[src/rtl/fft_stage_ctrl.sv]
// rtl/fft_stage_ctrl.sv - radix-2 DIF FFT stage sequencer with read/butterfly/write-back alignment
module fft_stage_ctrl #(
    parameter int LOG2N  = 10,
    parameter int RD_LAT = 1,
    localparam int STW   = $clog2(LOG2N)
) (
    input  logic             clk,
    input  logic             rst_n,
    input  logic             start,
    output logic             busy,
    output logic             done,
    output logic [STW-1:0]   stage,
    output logic             rd_en,
    output logic [LOG2N-1:0] rd_addr_a,
    output logic [LOG2N-1:0] rd_addr_b,
    output logic [LOG2N-2:0] tw_addr,
    output logic             bf_enable,
    output logic             wr_en,
    output logic [LOG2N-1:0] wr_addr_a,
    output logic [LOG2N-1:0] wr_addr_b
);

    localparam int DW = $clog2(RD_LAT + 1);

    localparam logic [1:0] S_IDLE  = 2'd0;
    localparam logic [1:0] S_RUN   = 2'd1;
    localparam logic [1:0] S_DRAIN = 2'd2;
    localparam logic [1:0] S_DONE  = 2'd3;

    localparam logic [LOG2N-2:0] KMAX  = '1;
    localparam logic [STW-1:0]   SLAST = STW'(LOG2N - 1);
    localparam logic [DW-1:0]    DLAST = DW'(RD_LAT);
    localparam logic [LOG2N-1:0] ONE   = 1;

    logic [1:0]       state_q, state_d;
    logic [STW-1:0]   s_q, s_d;
    logic [LOG2N-2:0] k_q, k_d;
    logic [DW-1:0]    dcnt_q, dcnt_d;

    logic [LOG2N-1:0] rd_addr_a_q, rd_addr_b_q;
    logic [LOG2N-2:0] tw_addr_q;

    logic [STW-1:0]   sh;
    logic [LOG2N-1:0] span, pos, grp, addr_a_nx, addr_b_nx;
    logic [LOG2N-2:0] tw_nx;

    logic [RD_LAT:0]  pv_q;
    logic [LOG2N-1:0] pa_q [RD_LAT+1];
    logic [LOG2N-1:0] pb_q [RD_LAT+1];

    always_comb begin
        state_d = state_q;
        s_d     = s_q;
        k_d     = k_q;
        dcnt_d  = dcnt_q;
        case (state_q)
            S_IDLE: begin
                s_d = '0;
                k_d = '0;
                if (start) begin
                    state_d = S_RUN;
                end
            end
            S_RUN: begin
                if (k_q == KMAX) begin
                    state_d = S_DRAIN;
                    dcnt_d  = '0;
                end else begin
                    k_d = k_q + 1'b1;
                end
            end
            S_DRAIN: begin
                // Last write of this stage lands in the final drain cycle
                if (dcnt_q == DLAST) begin
                    if (s_q == SLAST) begin
                        state_d = S_DONE;
                    end else begin
                        state_d = S_RUN;
                        s_d     = s_q + 1'b1;
                        k_d     = '0;
                    end
                end else begin
                    dcnt_d = dcnt_q + 1'b1;
                end
            end
            default: begin
                state_d = S_IDLE;
                s_d     = '0;
            end
        endcase
    end

    // Addresses are computed for the pair about to be issued, so they register in step with RUN
    always_comb begin
        sh        = SLAST - s_d;
        span      = ONE << sh;
        pos       = {1'b0, k_d} & (span - ONE);
        grp       = {1'b0, k_d} >> sh;
        addr_a_nx = (grp << (int'(sh) + 1)) + pos;
        addr_b_nx = addr_a_nx + span;
        tw_nx     = (LOG2N-1)'(pos << s_d);
    end

    always_ff @(posedge clk or negedge rst_n) begin
        if (!rst_n) begin
            state_q     <= S_IDLE;
            s_q         <= '0;
            k_q         <= '0;
            dcnt_q      <= '0;
            rd_addr_a_q <= '0;
            rd_addr_b_q <= '0;
            tw_addr_q   <= '0;
        end else begin
            state_q <= state_d;
            s_q     <= s_d;
            k_q     <= k_d;
            dcnt_q  <= dcnt_d;
            if (state_d == S_RUN) begin
                rd_addr_a_q <= addr_a_nx;
                rd_addr_b_q <= addr_b_nx;
                tw_addr_q   <= tw_nx;
            end
        end
    end

    // Read-to-butterfly-to-writeback delay line; cleared on reset so in-flight reads are dropped
    always_ff @(posedge clk or negedge rst_n) begin
        if (!rst_n) begin
            pv_q <= '0;
            for (int i = 0; i <= RD_LAT; i++) begin
                pa_q[i] <= '0;
                pb_q[i] <= '0;
            end
        end else begin
            pv_q    <= {pv_q[RD_LAT-1:0], rd_en};
            pa_q[0] <= rd_addr_a_q;
            pb_q[0] <= rd_addr_b_q;
            for (int i = 1; i <= RD_LAT; i++) begin
                pa_q[i] <= pa_q[i-1];
                pb_q[i] <= pb_q[i-1];
            end
        end
    end

    assign busy      = (state_q != S_IDLE);
    assign done      = (state_q == S_DONE);
    assign stage     = s_q;
    assign rd_en     = (state_q == S_RUN);
    assign rd_addr_a = rd_addr_a_q;
    assign rd_addr_b = rd_addr_b_q;
    assign tw_addr   = tw_addr_q;
    assign bf_enable = pv_q[RD_LAT-1];
    assign wr_en     = pv_q[RD_LAT];
    assign wr_addr_a = pa_q[RD_LAT];
    assign wr_addr_b = pb_q[RD_LAT];

endmodule

[config.mk]
export PLATFORM = sky130hd
export DESIGN_NAME = fft_stage_ctrl
export DESIGN_NICKNAME = d
export VERILOG_FILES = /design/src/rtl/fft_stage_ctrl.sv
export SDC_FILE = /design/constraint.sdc
export NUM_CORES = 1
export LEC_CHECK = 0
export BUFFER_PORTS_ARGS = -buffer_cell sky130_fd_sc_hd__buf_2
export CAP_MARGIN = 10
export CORE_MARGIN = 5
export CORE_UTILIZATION = 55
export CTS_BUF_LIST = sky130_fd_sc_hd__clkbuf_4 sky130_fd_sc_hd__clkbuf_8
export CTS_CLUSTER_SIZE = 16
export DETAILED_ROUTE_END_ITERATION = 8
export PLACE_DENSITY = 0.79
export REMOVE_ABC_BUFFERS = 1
export SETUP_SLACK_MARGIN = 0.02
export SLEW_MARGIN = 40
export SYNTH_ARGS = -nofsm -noshare
export SYNTH_HDL_FRONTEND = slang
export SYNTH_SLANG_ARGS = --single-unit
[constraint.sdc]
create_clock -name clk -period 6.5 [get_ports clk]
set_input_delay 0.65 -clock clk [delete_from_list [all_inputs] [get_ports clk]]
set_output_delay 0.65 -clock clk [all_outputs]
set_load 0.02 [all_outputs]
==> impl_metrics.tcl <==
set metrics [dict create \
    status "complete, no violations" \
    synthesis.area_mm2 0.00546 \
    cts.sinks 87 \
    dp_hpwl_um 10100 \
    critPathArrivalTime_ns 6.53 \
    r2r-start "stage[1]" \
    dr.pass1.iters 5 \
    post-synth-top-count-cell "dfrtp_1" \
    numPortBuffers 60 \
    synth_enable_flop_cells 0 \
    antenna_found_initial 0 \
    path_clk_slew_ns 0.11 \
    dieWidth_um 110 \
    nFillCells 812 \
    cts_root_buf "clkbuf_8" \
    path_buf_inv 3 \
    row_count 36 \
    hold_viol_final 0 \
    power.leakage_uw 0.00293 \
    finalCritPeriodShare_pct 96.4 \
    wire_per_inst_um 17.5 \
    netlist.area_leader.share_pct 39.9 \
    synthCells 598 \
    ys_warn_count 0 \
    slew_viol_final 0 \
    crit_start "stage[1]" \
    maxCapViolCount 0 \
    slew-limit-headroom_pct 48.5 \
    synth_area_leader_cell "dfrtp_1" \
    die_h_um 110 \
    seq_area_frac_synth_pct 39.9 \
    synth_area_leaders "dfrtp_1 (40%), ha_1 (7.8%), nand2_1 (4.9%)" \
    gp_congestion 0.917 \
    crit_type "flop to flop" \
    drt_iter0_markers 402 \
    cp.required_ns 6.77 \
    syn_to_final_growth_pct 14.0 \
    die_area_mm2 0.0120 \
    cts_tree "yes" \
    worstPathMaxFanout 8 \
    worst_setup_path_start_kind "flop" \
    synth_cell_type_count 71 \
    power_density_mw_per_mm2 150 \
    core-area_mm2 0.00973 \
    first_global_vias 4423 \
    drive_gt1_share_pct 23.9 \
    cp_slowest_cell "a311o_1" \
    synth.top_cells.by_count "dfrtp_1 (87), nand2_1 (71), a21oi_1 (45), nor2_1 (40), ha_1 (34)" \
    via_per_inst 5.95 \
    cp-end-kind "flop" \
    synthFlopType "dfrtp_1" \
    htreeDepth 3 \
    finalClockSkew_ns 0.0169 \
    fin_ws_ns 0.236 \
    fin_crit_ns 6.26 \
    ys_seq_elements 87 \
    grt_usage_pct 23.7 \
    min_path_type "input pin to async pin" \
    grt_pass1_wl_um 22300 \
    ant_nets 0 \
    clockBufferDepth 2 \
    worstMarginPinSlew_ns 0.767 \
    ios 61 \
    crit_family "compound AO/OA/AOI/OAI gates" \
    numCtsBuffers 9 \
    ir_drop_mv 0.0919 \
    start_util_pct 56.1 \
    layout.nets 692 \
    clk_latency_ns 0.38 \
    wirelength_um 13800 \
    diodes 0 \
    vias 4707 \
    slowest_delay_ns 0.48 \
    overflow 0 \
    setup_viol 0 \
    fmax_mhz 160 \
    drc_errors 0 \
    avgSynthCellArea_um2 9.13 \
    async_flop_share_pct 100 \
    pre_cts_ws_ns 0.0387 \
    grt_max_degree 65 \
    postLayoutCoreUtil_pct 64.0 \
]
-- layer usage --
layer | global-route usage (%) | up-vias | share of wire, %
li1 | - | 2213 | -
met1 | 33.3 | 2264 | 44
met2 | 36.7 | 202 | 47
met3 | 4.52 | 28 | 7.4
met4 | 8.46 | 0 | 2.1
met5 | 0 | - | 0
-- power breakdown --
| part | internal, uW | switching [uW] |
|---|---|---|
| Sequential | 541 | 0 |
| Combinational | 1.20 | 10.1 |
| Clock | 151 | 228 |
-- placed cells by master, fill, tap and decap left out, types with 4 or more instances in the layout --
master / n
a211oi_1: 5
and3_1: 11
inv_1: 31
buf_4: 33
and2_1: 4
nand2b_1: 4
dfrtp_1: 86
a31oi_1: 7
nand2_1: 70
ha_2: 4
xor2_1: 6
a22o_1: 5
nor3_1: 15
xnor2_1: 17
buf_2: 59
nor2b_1: 4
nand4_1: 8
nor2_1: 37
a21o_1: 7
clkbuf_8: 9
o21ai_0: 30
a21oi_1: 40
nand3_1: 15
a21oi_2: 5
mux2i_1: 9
o21bai_1: 5
ha_1: 28
o22ai_1: 4
nor4_1: 5
-- cell type report --
class / count / area (um2) / area share, %
timing repair buffer: 94 / 566 / 9.09
clock buffer: 9 / 124 / 1.99
inverter: 33 / 126 / 2.03
multi-input combinational: 428 / 2990 / 48.0
clock inverter: 7 / 75.1 / 1.21
tap: 133 / 166 / 2.67
sequential: 87 / 2180 / 35.0
-- stage by stage --
step / TNS, ns / instances / cell area [um2] / total power, uW / hold WS [ns]
floorplan: -0.0279 / 548 / 5170 / 552 / 0.331
global placement: 0 / 765 / 5820 / 563 / 0.332
detailed placement: 0 / 765 / 5830 / 563 / 0.335
CTS: 0 / 781 / 6030 / 938 / 0.157
global route: -0.0616 / 791 / 6220 / 962 / 0.177
finish: 0 / 791 / 6220 / 931 / 0.159
-- registers in the layout, summed over array words and instances, names as in the netlist --
name / flops
pa_q: 10
pb_q: 10
rd_addr_a: 10
rd_addr_b: 10
wr_addr_a: 10
wr_addr_b: 10
k_q: 9
tw_addr: 9
stage: 4
pv_q: 2
state_q: 2
dcnt_q: 1
-- cell families after synthesis --
family	Yosys count	synth area share, %
xor gates and xnor gates	25	4.26
and+or+nand+nor	201	18.3
DFF	87	39.9
adders and majority gates	36	8.53
muxes	13	2.54
buffers and inverters	83	7.54
AOI/OAI and AO/OA	153	19.0
-- what timing repair did --
action	CTS	global route
pin swaps	0	13
endpoints found under the setup margin	1	2
gates resized for setup	2	27
hold buffers	0	0
buffers inserted	0	10
-- final timing paths --
path                       cells after the start  slack (ns)            to
max in group asynchronous                      2        5.50  wr_addr_b[9]
max reg2reg                                   29        0.24  rd_addr_b[9]
min in group clk                               0        0.35  wr_addr_a[1]
max                                           29        0.24  rd_addr_b[9]
min                                            1        0.16        dcnt_q
min reg2reg                                    0        0.35  wr_addr_a[1]
(Power assumes the default switching activity.)
